===== src/rtl/ifu_pc_if.sv =====
// ifu_pc_if -- fetch-unit bus between the PC unit and the rest of the core.
//
// Carried signals:
//   en        advance enable (0 = stall)
//   npc_op    next-PC select (000 PC4, 001 BEQ, 010 BNE, 011 J/JAL, 100 JR)
//   imm16     signed branch offset in words
//   imm26     jump index field
//   rs_data   register operand rs (branch compare, JR target)
//   rt_data   register operand rt (branch compare)
//   pc        current fetch address
//   pc_plus8  pc + 8, JAL link value
//   npc       combinational next-PC candidate
//   taken     selected op redirects flow
//   fault     sticky flag: an illegal next-PC was rejected
//   halted    unit is in HALT
//   fetch_cnt count of accepted PC advances
//
// Modports: master drives the control/operand side, slave is the PC unit.
interface ifu_pc_if;
  logic        en;
  logic [2:0]  npc_op;
  logic [15:0] imm16;
  logic [25:0] imm26;
  logic [31:0] rs_data;
  logic [31:0] rt_data;
  logic [31:0] pc;
  logic [31:0] pc_plus8;
  logic [31:0] npc;
  logic        taken;
  logic        fault;
  logic        halted;
  logic [31:0] fetch_cnt;

  modport master (
    output en, npc_op, imm16, imm26, rs_data, rt_data,
    input  pc, pc_plus8, npc, taken, fault, halted, fetch_cnt
  );

  modport slave (
    input  en, npc_op, imm16, imm26, rs_data, rt_data,
    output pc, pc_plus8, npc, taken, fault, halted, fetch_cnt
  );
endinterface


===== src/rtl/ifu_pc.sv =====
// ifu_pc -- program counter and next-PC selection for the instruction fetch unit.
//
// Computes the next fetch address from the current PC and the decoded control
// (sequential, conditional branch, jump, jump-register). It accepts the
// candidate only when it is word aligned and inside [PC_INIT, PC_MAX].
// An out-of-range or misaligned candidate freezes the unit in HALT with a
// sticky fault until reset.
//
// Ports:
//   clk    rising-edge clock
//   reset  asynchronous active-high reset
//   bus    ifu_pc_if.slave (see interface header for signal list)
//
// Parameters:
//   PC_INIT  reset PC and lowest legal fetch address
//   PC_MAX   highest legal fetch address
module ifu_pc #(
  parameter logic [31:0] PC_INIT = 32'h0000_3000,
  parameter logic [31:0] PC_MAX  = 32'h0000_6FFC
) (
  input logic       clk,
  input logic       reset,
  ifu_pc_if.slave   bus
);

  localparam logic [2:0] OP_PC4 = 3'b000;
  localparam logic [2:0] OP_BEQ = 3'b001;
  localparam logic [2:0] OP_BNE = 3'b010;
  localparam logic [2:0] OP_J   = 3'b011;
  localparam logic [2:0] OP_JR  = 3'b100;

  typedef enum logic [0:0] {
    ST_RUN  = 1'b0,
    ST_HALT = 1'b1
  } state_t;

  state_t      state_reg;
  logic [31:0] pc_reg;
  logic [31:0] fetch_cnt_reg;
  logic        fault_reg;
  logic        halted_reg;

  logic [31:0] pc_plus4;
  logic [31:0] branch_off;
  logic [31:0] branch_target;
  logic [31:0] jump_target;
  logic        operands_equal;
  logic [31:0] npc_next;
  logic        taken_next;
  logic        npc_legal;

  // ---------------------------------------------------------------------------
  // Next-PC candidate: purely a function of the current pc and the inputs,
  // so the decode stage can see the redirect in the same cycle.
  // ---------------------------------------------------------------------------
  always_comb begin
    pc_plus4       = pc_reg + 32'd4;
    // Word offset -> byte offset: sign-extend then shift left by two.
    branch_off     = {{14{bus.imm16[15]}}, bus.imm16, 2'b00};
    branch_target  = pc_plus4 + branch_off;
    // Jumps stay within the current 256 MB region.
    jump_target    = {pc_reg[31:28], bus.imm26, 2'b00};
    operands_equal = (bus.rs_data == bus.rt_data);

    npc_next   = pc_plus4;
    taken_next = 1'b0;
    case (bus.npc_op)
      OP_BEQ: begin
        if (operands_equal) begin
          npc_next   = branch_target;
          taken_next = 1'b1;
        end
      end
      OP_BNE: begin
        if (!operands_equal) begin
          npc_next   = branch_target;
          taken_next = 1'b1;
        end
      end
      OP_J: begin
        npc_next   = jump_target;
        taken_next = 1'b1;
      end
      OP_JR: begin
        npc_next   = bus.rs_data;
        taken_next = 1'b1;
      end
      default: begin
        // OP_PC4 and the unused encodings fall through sequentially.
        npc_next   = pc_plus4;
        taken_next = 1'b0;
      end
    endcase

    // Unsigned window check; alignment is checked on the raw candidate so a
    // misaligned JR target is rejected rather than silently truncated.
    npc_legal = (npc_next[1:0] == 2'b00) &&
                (npc_next >= PC_INIT) &&
                (npc_next <= PC_MAX);
  end

  // ---------------------------------------------------------------------------
  // RUN/HALT control with registered status outputs.
  // ---------------------------------------------------------------------------
  always_ff @(posedge clk or posedge reset) begin
    if (reset) begin
      state_reg     <= ST_RUN;
      pc_reg        <= PC_INIT;
      fetch_cnt_reg <= 32'd0;
      fault_reg     <= 1'b0;
      halted_reg    <= 1'b0;
    end else begin
      case (state_reg)
        ST_RUN: begin
          if (bus.en) begin
            if (npc_legal) begin
              pc_reg        <= npc_next;
              // Wraps naturally at 2^32.
              fetch_cnt_reg <= fetch_cnt_reg + 32'd1;
            end else begin
              // Keep the last good pc so the faulting fetch can be inspected.
              fault_reg  <= 1'b1;
              halted_reg <= 1'b1;
              state_reg  <= ST_HALT;
            end
          end
        end
        ST_HALT: begin
          // Terminal: only reset leaves this state.
          halted_reg <= 1'b1;
        end
        default: begin
          state_reg  <= ST_HALT;
          fault_reg  <= 1'b1;
          halted_reg <= 1'b1;
        end
      endcase
    end
  end

  assign bus.pc        = pc_reg;
  assign bus.pc_plus8  = pc_reg + 32'd8;
  assign bus.npc       = npc_next;
  assign bus.taken     = taken_next;
  assign bus.fault     = fault_reg;
  assign bus.halted    = halted_reg;
  assign bus.fetch_cnt = fetch_cnt_reg;

endmodule


===== src/flat_wrapper.sv =====
// flat-port wrapper written by rule: the top's interface ports become plain ports
module ifu_pc_flat 
#(
  parameter logic [31:0] PC_INIT = 32'h0000_3000,
  parameter logic [31:0] PC_MAX  = 32'h0000_6FFC
)
  (clk, reset, bus_en, bus_npc_op, bus_imm16, bus_imm26, bus_rs_data, bus_rt_data, bus_pc, bus_pc_plus8, bus_npc, bus_taken, bus_fault, bus_halted, bus_fetch_cnt);
  ifu_pc_if bus_i ();
  input logic clk;
  input logic reset;
  input wire logic [$bits(bus_i.en)-1:0] bus_en;
  input wire logic [$bits(bus_i.npc_op)-1:0] bus_npc_op;
  input wire logic [$bits(bus_i.imm16)-1:0] bus_imm16;
  input wire logic [$bits(bus_i.imm26)-1:0] bus_imm26;
  input wire logic [$bits(bus_i.rs_data)-1:0] bus_rs_data;
  input wire logic [$bits(bus_i.rt_data)-1:0] bus_rt_data;
  output wire logic [$bits(bus_i.pc)-1:0] bus_pc;
  output wire logic [$bits(bus_i.pc_plus8)-1:0] bus_pc_plus8;
  output wire logic [$bits(bus_i.npc)-1:0] bus_npc;
  output wire logic [$bits(bus_i.taken)-1:0] bus_taken;
  output wire logic [$bits(bus_i.fault)-1:0] bus_fault;
  output wire logic [$bits(bus_i.halted)-1:0] bus_halted;
  output wire logic [$bits(bus_i.fetch_cnt)-1:0] bus_fetch_cnt;
  assign bus_i.en = bus_en;
  assign bus_i.npc_op = bus_npc_op;
  assign bus_i.imm16 = bus_imm16;
  assign bus_i.imm26 = bus_imm26;
  assign bus_i.rs_data = bus_rs_data;
  assign bus_i.rt_data = bus_rt_data;
  assign bus_pc = bus_i.pc;
  assign bus_pc_plus8 = bus_i.pc_plus8;
  assign bus_npc = bus_i.npc;
  assign bus_taken = bus_i.taken;
  assign bus_fault = bus_i.fault;
  assign bus_halted = bus_i.halted;
  assign bus_fetch_cnt = bus_i.fetch_cnt;
  ifu_pc #(.PC_INIT(PC_INIT), .PC_MAX(PC_MAX)) u_core (.clk(clk), .reset(reset), .bus(bus_i));
endmodule

===== config.mk =====
export PLATFORM = sky130hd
export DESIGN_NAME = ifu_pc_flat
export DESIGN_NICKNAME = d
export VERILOG_FILES = /design/src/rtl/ifu_pc_if.sv /design/src/rtl/ifu_pc.sv /design/src/flat_wrapper.sv
export SDC_FILE = /design/constraint.sdc
export NUM_CORES = 1
export LEC_CHECK = 0
export BUFFER_PORTS_ARGS = -buffer_cell sky130_fd_sc_hd__buf_2
export CORE_MARGIN = 10
export CORE_UTILIZATION = 52
export CTS_BUF_LIST = sky130_fd_sc_hd__clkbuf_4 sky130_fd_sc_hd__clkbuf_8 sky130_fd_sc_hd__clkbuf_16
export CTS_CLUSTER_DIAMETER = 30
export CTS_CLUSTER_SIZE = 28
export DETAILED_ROUTE_END_ITERATION = 10
export MAX_ROUTING_LAYER = met4
export PLACE_DENSITY_LB_ADDON = 0.2
export SLEW_MARGIN = 25
export SYNTH_ARGS = -nofsm -noshare
export SYNTH_HDL_FRONTEND = slang
export SYNTH_SLANG_ARGS = --single-unit

===== constraint.sdc =====
create_clock -name clk -period 5.6 [get_ports clk]
set_clock_uncertainty 0.05 [all_clocks]
set_input_delay 0.56 -clock clk [delete_from_list [all_inputs] [get_ports clk]]
set_output_delay 0.56 -clock clk [all_outputs]
set_load 0.05 [all_outputs]

# Word level (Yosys, flattened, before mapping)
# Cells that the tools add are included.
[classes] addsub=4 order_cmp=2 eq_ne=7 mux=12 bitwise=2 n_reduce_logical=7
[ops] operator="$pmux W32 S4" count=1
[ops] operator="$mux W32" count=2
[ops] operator="$add A32 B1 Y32 const B" count=1
[ops] operator="$add A32 B3 Y32 const B" count=1
[ops] operator="$add A32 B32 Y32" count=1
[ops] operator="$add A32 B4 Y32 const B" count=1
[ops] operator="$eq A32 B32 Y1" count=1
[ops] operator="$ge A32 B14 Y1 const B" count=1
[ops] operator="$le A32 B15 Y1 const B" count=1
[ops] operator="$mux W1" count=7
[ops] operator="$eq A3 B2 Y1 const B" count=2
[ops] operator="$reduce_and A3 Y1" count=2
[ops] operator="$ne A2 B2 Y1 const B" count=2
[ops] operator="$eq A3 B1 Y1 const B" count=1
[ops] operator="$eq A3 B3 Y1 const B" count=1
[ops] operator="$pmux W1 S3" count=1
[ops] operator="$logic_and A1 B1 Y1" count=2
[ops] operator="$logic_not A2 Y1" count=1
[ops] operator="$not A1 Y1" count=2
[ops] operator="$pmux W1 S2" count=1
[ops] operator="$reduce_and A2 Y1" count=1
[ops] operator="$reduce_or A2 Y1" count=1
[word_totals] ff_bits=67 in_bits=112 output_inout_bits=131 elab_cells=39

# Depth between registers and ports, before layout
# Gate-level depths: netlist of the first run.
[depth] ltp_word=10 mapped_depth=22 depth_no_buf=18

# Worst setup path before layout of the first run
# No wires, ideal clock.
[synth_timing] kind="register to register" startpoint="register u_core.pc_reg[4], in the netlist u_core.bus.pc[4]" endpoint="register u_core.pc_reg[5], in the netlist u_core.bus.pc[5]" setup_ns=0.129 arrival_time_ns=5.879 t_required_ns=5.421 setup_slack_ns=-0.458 stages_incl_launch_ff=22 path_buffers=4 period_less_slack_ns=6.058 path_cell_list="dfrtp_1 -> ha_1 -> clkbuf_1 -> nand4_1 -> nor4_1 -> nand2_1 -> xor2_1 -> inv_1 -> ha_1 -> clkbuf_1 -> and4_1 -> and3_1 -> nand4_1 -> a31oi_1 -> a21oi_1 -> xor2_1 -> o21ai_0 -> nor4b_4 -> nand4b_4 -> buf_6 -> buf_4 -> mux2_1"
[synth_via] elab_chain_cells=8 word_cells_on_any_way=10 classes_between="2 x add/sub; 2 x order compare; 3 x mux; 3 x reduce/logical"
[synth_lines] element="start, declared" line="ifu_pc.sv:38" text="logic [31:0] pc_reg;"
[synth_lines] element="start signal, assigned" line="ifu_pc.sv:117" text="pc_reg <= npc_next;"
[synth_lines] element="$add A32 B3 Y32 *" line="ifu_pc.sv:57" text="pc_plus4 = pc_reg + 32'd4;"
[synth_lines] element="$add A32 B32 Y32" line="ifu_pc.sv:60" text="branch_target = pc_plus4 + branch_off;"
[synth_lines] element="$mux W32 (on tied branches)" line="ifu_pc.sv:75, ifu_pc.sv:69"
[synth_lines] element="$pmux W32 S4 *" line="ifu_pc.sv:67" text="case (bus.npc_op)"
[synth_lines] element="net bus_npc[29]" line="flat_wrapper.sv:19" text="output wire logic [$bits(bus_i.npc)-1:0] bus_npc;"
[synth_lines] element="$ge A32 B14 Y1" line="ifu_pc.sv:98" text="(npc_next >= PC_INIT) &&"
[synth_lines] element="$logic_and A1 B1 Y1" line="ifu_pc.sv:97" text="npc_legal = (npc_next[1:0] == 2'b00) &&"
[synth_lines] element="$logic_and A1 B1 Y1 *" line="ifu_pc.sv:98"
[synth_lines] element="$reduce_and A3 Y1 (no source line) *"
# Mark *: on every way through the listed nets, which the timed path passes. The rest lies on a longest branch.
# A chain may end at the register's enable or synchronous reset.

# Worst setup path in the final report of the first run
[layout_timing] startpoint="register u_core.pc_reg[5], in the netlist u_core.bus.pc[5]" endpoint="register u_core.fetch_cnt_reg[21], in the netlist u_core.bus.fetch_cnt[21]"
[layout_via] elab_chain_cells=8 word_cells_on_any_way=10 classes_between="2 x add/sub; 2 x order compare; 3 x mux; 3 x reduce/logical"
[layout_lines] element="$add A32 B3 Y32 *" line="ifu_pc.sv:57"
[layout_lines] element="$add A32 B32 Y32" line="ifu_pc.sv:60"
[layout_lines] element="$mux W32 (on tied branches)" line="ifu_pc.sv:75, ifu_pc.sv:69"
[layout_lines] element="$pmux W32 S4 *" line="ifu_pc.sv:67"
[layout_lines] element="$ge A32 B14 Y1" line="ifu_pc.sv:98"
[layout_lines] element="$logic_and A1 B1 Y1" line="ifu_pc.sv:97"
[layout_lines] element="$logic_and A1 B1 Y1 *" line="ifu_pc.sv:98"
[layout_lines] element="$reduce_and A3 Y1 (no source line) *"
[layout_lines] element="end signal, assigned" line="ifu_pc.sv:119" text="fetch_cnt_reg <= fetch_cnt_reg + 32'd1;"
[layout_lines] element="end, declared" line="ifu_pc.sv:39" text="logic [31:0] fetch_cnt_reg;"
# Every way passes the cells marked *; elsewhere a longest branch is shown, timed or not.

==> results of run 1 <==
==> stage by stage <==
stage,TNS [ns],area (sq um),std cells
2_1_floorplan,0,7280,884
3_3_place_gp,0,8650,1276
3_5_place_dp,0,8650,1276
4_1_cts,0,8960,1291
5_1_grt,-0.00291,8980,1292
6_report,0,8990,1293
==> timing repair <==
action / in CTS / in global routing
setup buffers: 0 / 1
setup endpoints to repair: 0 / 29
resized for setup: 0 / 4
==> cells in the mapped netlist (16+ instances only) <==
library cell,number,area share [%]
a21oi_1,59,4.1
nor3_1,16,1.1
nor2_1,48,2.5
o21ai_0,31,2.1
dfrtp_1,65,22
clkbuf_1,30,1.5
nand4_1,30,2.6
xnor2_1,54,6.5
ha_1,34,5.9
nand3_1,38,2.6
inv_1,19,0.98
and2_1,23,2.0
xor2_1,88,11
nand2_1,92,4.8
==> cell families after synthesis <==
| logic type | Yosys count |
|---|---|
| compound gates | 212 |
| xor+xnor | 142 |
| fa+ha+maj | 35 |
| buf+inv | 78 |
| flops | 67 |
| mux | 14 |
| simple gates | 336 |
==> worst max-delay path: stages, from the launching register on <==
cell and delay (ns):
dfrtp_1 0.57, and3_1 0.30, nand4_1 0.13, xnor2_1 0.37, ha_1 0.37, a21oi_1 0.32, o211ai_1 0.27, a21oi_2 0.29
o21ai_0 0.18, xor2_1 0.17, a221o_1 0.46, a2111oi_4 0.41, nor4b_4 0.32, nand4b_4 0.22, buf_12 0.23, nor4_2 0.32
xor2_1 0.20
==> cell type report <==
class	instances	area, sq um
multi-input cells	739	5260
clock inverters	2	35.0
diodes	1	2.50
repair buffers	271	1440
flip-flops and latches	67	1680
clock buffers	13	268
well taps	180	225
fillers	1246	4790
inverters	20	75.1
==> cell usage in the layout (no fill, tap or decap), types with 10 or more instances in the layout <==
cell	synthesis	routed
nand4_1	30	30
buf_4	10	28
nand2_1	92	92
dfrtp_1	65	65
xnor2_1	54	53
nor4_2	15	16
inv_1	19	18
nand3_1	38	38
and3_1	12	12
and2_1	23	23
a21o_1	13	13
ha_1	34	33
a222oi_1	10	10
mux2_1	11	11
o22ai_1	12	11
a21oi_1	59	58
xor2_1	88	88
buf_2	13	242
nor3_1	16	16
o21ai_0	31	29
nor2_1	48	48
==> power by group through the flow <==
stage               Clock (mW)  Combinational, mW  Sequential, mW
floorplan                    0              0.220           0.497
global placement             0              0.348           0.494
detailed placement           0              0.349           0.494
CTS                      0.579              0.351           0.486
global route             0.602              0.376           0.486
finish                   0.572              0.355           0.486
==> final timing paths <==
check                      depth (start not counted)             start                  endpoint
setup / recovery                                  16  u_core.bus.pc[5]  u_core.bus.fetch_cnt[21]
hold / removal                                     1  u_core.bus.fault          u_core.bus.fault
setup reg to reg                                  16  u_core.bus.pc[5]  u_core.bus.fetch_cnt[21]
hold reg to reg                                    1  u_core.bus.fault          u_core.bus.fault
max in group asynchronous                          3             reset   u_core.bus.fetch_cnt[4]
min in group asynchronous                          3             reset          u_core.bus.pc[7]
==> per-layer routing <==
| layer | GRT usage, % | wire (um) | vias up |
|---|---|---|---|
| met4 | 9.93 | 992 | 0 |
| met1 | 36.0 | 11700 | 3693 |
| li1 | - | - | 3698 |
| met3 | 8.22 | 3230 | 65 |
| met2 | 43.8 | 12900 | 521 |
| met5 | - | 0 | - |
==> out/qor.txt, run 1 <==
CP Data Arrival Time: 5.48 ns
Worst hold margin: 0.406 ns
Routed Antenna Nets: 0
Cells after Synth: 884
Root Buffer: clkbuf_16
# DRC: 0
Initial antenna violation count: 0
Number of synthesized flops with an enable pin: 0
Vias after detailed routing: 7977
Status: complete, no violations
Syn. warnings: 0
Syn_nets: 1031
Clk pwr share: 40.5%
Cell Area, Synth: 7270 sq um
Top-Level Pins: 243
#FFs+latches synth: 67
Startpoint Class: register
P_int: 975 uW
CTS tree: done
Post-CTS Hold Buffers: 0
Actual slew at the worst max-slew pin: 1.02 ns
PnR worst setup slack: 0.323 ns
Async SR Flop Fraction: 100%
Sw frac: 31.0%
Worst-Skew Late Latency: 0.34 ns
Largest net degree at the start of global routing: 68
Sequential power share: 34.4%
GRT overflow: 0
Critical path capture point type: register
Worst-path clk slew: 0.05 ns
H-tree depth: 3
Final setup vio count: 0
Min Tclk post-route: 5.28 ns
Final Util: 65.3%
Wire length of the first global-routing pass: 43.6 mm
Pre-CTS setup slack: 0.326 ns
Leak Pwr: 4.59 nW
Die width: 138 um
Req. time, crit path: 5.80 ns
Comb power frac: 25.1%
Mux share of post-synthesis cell area: 2.15%
Kind of critical path: register to register
R2R setup slack: 0.32 ns
Vias in the first global route: 7788
WL per Instance: 22.3 um
DR iter-0 viols: 897
Compound-Gate Fraction of Synth Area: 20.5%
FMAX: 190 MHz
XOR/XNOR share of the synthesized area: 17.1%
Synth Area in Simple Gates: 26.0%
Crit path max fanout: 19
Final Wtd Congestion: 0.999
Synth unique cells: 79
Pwr Total: 1.41 mW
Die height: 138 um
Largest family of logic cells by synthesized area: simple AND/OR/NAND/NOR gates
Area Growth Syn to Fin: 23.6%
Tcrit/Tclk final: 94.2%
Tightest Hold Check Type: register to register
Drt pass-1 iters: 6
Die area: 19100 sq um
Power per Cell Area: 157 nW/um^2
VDD IR-drop max: 0.189 mV
Area share of fa/ha/maj cells after synthesis: 6.13%
Total GRT Usage: 28.9%
Clock Sinks: 67
Via/cell ratio: 6.17
Worst relative slew slack: 31.8%
Initial Util: 52.8%
Most used flip-flop cell after synthesis: dfrtp_1
Sequential fraction of the synthesis area: 23.1%
Final hold vios: 0
Nets: 1255
Max-cap violations: 0
# rows: 43
Final wirelength: 28.8 mm
Synth Area per Inst: 8.22 sq um
Pins Over Slew Limit: 0
Share of cells above drive strength 1: 30.8%
CTS Buf Count: 9
Switch Pwr: 438 uW
CTS max path bufs: 2
Core area: 13800 sq um
I/O Buffers: 242
HPWL after DPL: 23.4 mm
No activity file was read; power rests on OpenSTA's default activity.
==> run 2: changes to the inputs <==
Settings changed: RECOVER_POWER set to 50.
==> run 2 against run 1 <==
Compared with the run above: the flow now finishes with violations (max-capacitance violations, max-slew violations); non-clock buffer count did not move; fmax rose by 0.36%; flip-flop and latch count did not move; power rose by 0.14%; register-to-register slack improved by 0.02 ns; wire length rose by 0.20%; clock power barely moved; critical path depth rose by 2; combinational power barely moved.
==> out/qor.txt, run 2 (synthesized netlist as in run 1, its figures left out) <==
P_int: 975 uW (about the same)
PnR worst setup slack: 0.342 ns (+0.0190 ns)
# DRC: 0 (unchanged)
H-tree depth: 3 (unchanged)
Crit path max fanout: 19 (unchanged)
GRT overflow: 0 (unchanged)
Worst-Skew Late Latency: 0.34 ns (about the same)
Comb power frac: 25.1% (about the same)
DR iter-0 viols: 760 (-15%)
Final wirelength: 28.9 mm (+0.20%)
Worst-path clk slew: 0.05 ns (about the same)
Core area: 13800 sq um (unchanged)
Root Buffer: clkbuf_16
HPWL after DPL: 23.4 mm (unchanged)
Nets: 1255 (unchanged)
Switch Pwr: 441 uW (+0.55%)
Total GRT Usage: 28.9% (unchanged)
Tightest Hold Check Type: register to register
Startpoint Class: register
Clock Sinks: 67 (unchanged)
Vias in the first global route: 7788 (unchanged)
Failing checks: max-capacitance violations, max-slew violations
Most frequent cells in the layout: buf_2 (177), nand2_1 (92), xor2_1 (88), clkbuf_1 (66), dfrtp_1 (65)
Actual slew at the worst max-slew pin: 3.58 ns (+2.56 ns)
Final Util: 64.6% (-0.62 points)
Placed cells: 1276 (unchanged)
Area Growth Syn to Fin: 22.5%
Initial Util: 52.8% (unchanged)
CTS Buf Count: 9 (unchanged)
Leak Pwr: 4.33 nW (-5.6%)
Req. time, crit path: 5.81 ns (about the same)
Wire length of the first global-routing pass: 43.6 mm (unchanged)
Tcrit/Tclk final: 93.9% (-0.34 points)
Non-Filler Instances: 1293 (unchanged)
Kind of critical path: register to register
Die area: 19100 sq um (unchanged)
Die width: 138 um (unchanged)
Initial antenna violation count: 0 (unchanged)
Worst relative slew slack: -139% (-170 points)
Sequential power share: 34.3% (about the same)
WL per Instance: 22.3 um (+0.20%)
CTS max path bufs: 2 (unchanged)
Final Wtd Congestion: 0.999 (unchanged)
Final hold vios: 0 (unchanged)
Final setup vio count: 0 (unchanged)
Pins Over Slew Limit: 68 (+68)
Critical path capture point type: register
# rows: 43 (unchanged)
Max-cap violations: 1 (+1)
Pwr Total: 1.42 mW (+0.14%)
Worst hold margin: 0.409 ns (+0.00272 ns)
Routed Antenna Nets: 0 (unchanged)
Post-DP Area: 8650 sq um (unchanged)
Min Tclk post-route: 5.26 ns (-0.0190 ns)
Design Area, Final: 8900 sq um (-0.95%)
Clk pwr share: 40.6% (about the same)
CP Data Arrival Time: 5.47 ns (about the same)
Most common cell after layout, fill and taps aside: buf_2
Sw frac: 31.1% (+0.13 points)
Power per Cell Area: 159 nW/um^2 (+1.1%)
CTS tree: done
VDD IR-drop max: 0.189 mV (-0.11%)
Pre-CTS setup slack: 0.326 ns (unchanged)
Largest net degree at the start of global routing: 68 (unchanged)
Top-Level Pins: 243 (unchanged)
Die height: 138 um (unchanged)
Status: finished, violations left
Drt pass-1 iters: 5 (-1)
Share of cells above drive strength 1: 24.8% (-6.0 points)
FMAX: 190 MHz (+0.36%)
Vias after detailed routing: 8014 (+0.46%)
I/O Buffers: 242 (unchanged)
Setup TNS Final: 0 ns (unchanged)
Via/cell ratio: 6.20 (+0.46%)
## run 2: changes by cell type in the layout (fill, tap and decap cells not counted)
cell / previous run / this run
buf_4: 28 / 27
inv_2: 2 / 1
buf_2: 242 / 177
inv_1: 18 / 19
clkbuf_1: 0 / 66
## run 2: layer usage
| layer | GRT usage [%] | vias to the layer above | share of wire, % |
|---|---|---|---|
| met5 | - | - | 0 |
| met4 | 9.93 | 0 | 3.3 |
| met3 | 8.22 | 64 | 10 |
| met2 | 43.8 | 482 | 45 |
| met1 | 36.0 | 3778 | 42 |
| li1 | - | 3690 | - |
## run 2: critical path, cell delays in order, from the launching register on
cell	delay (ns)
dfrtp_1	0.39
ha_2	0.24
nand4_1	0.15
or2_2	0.39
nor4_2	0.33
xor2_1	0.15
ha_1	0.40
nand2_1	0.15
or2_2	0.33
o221a_2	0.35
nand3_1	0.10
nor3b_1	0.17
a2bb2o_1	0.31
nor2_1	0.11
or4b_1	0.52
nand4b_4	0.29
buf_12	0.23
nor4_2	0.32
xor2_1	0.19
## run 2: power groups by stage
stage | Combinational, mW | Sequential (mW) | Clock [mW]
CTS | 0.351 | 0.486 | 0.579
global placement | 0.348 | 0.494 | 0
floorplan | 0.220 | 0.497 | 0
finish | 0.355 | 0.486 | 0.574
detailed placement | 0.349 | 0.494 | 0
global route | 0.376 | 0.486 | 0.602
## run 2: timing repair
item                       4_1_cts  5_1_grt
gates resized for setup          0        4
setup buffers                    0        1
hold buffers                     0        0
setup endpoints to repair        0       29
## run 2: layout make-up
cell class	instances	area, sq um
diodes	1	2.50
clock buffers	13	268
fillers	1288	4870
well taps	180	225
clock inverters	2	35.0
flip-flops and latches	67	1680
repair buffers	271	1360
multi-input cells	739	5260
inverters	20	75.1
## run 2: worst paths after layout
check	slack [ns]	cells after the start	start	endpoint
worst max-delay path	0.34	18	u_core.bus.pc[3]	u_core.bus.fetch_cnt[21]
worst min-delay path	0.41	1	u_core.bus.fault	u_core.bus.fault
worst max register to register	0.34	18	u_core.bus.pc[3]	u_core.bus.fetch_cnt[21]
worst min register to register	0.41	1	u_core.bus.fault	u_core.bus.fault
max in group asynchronous	1.93	3	reset	u_core.bus.fetch_cnt[4]
min in group asynchronous	1.56	3	reset	u_core.bus.pc[7]
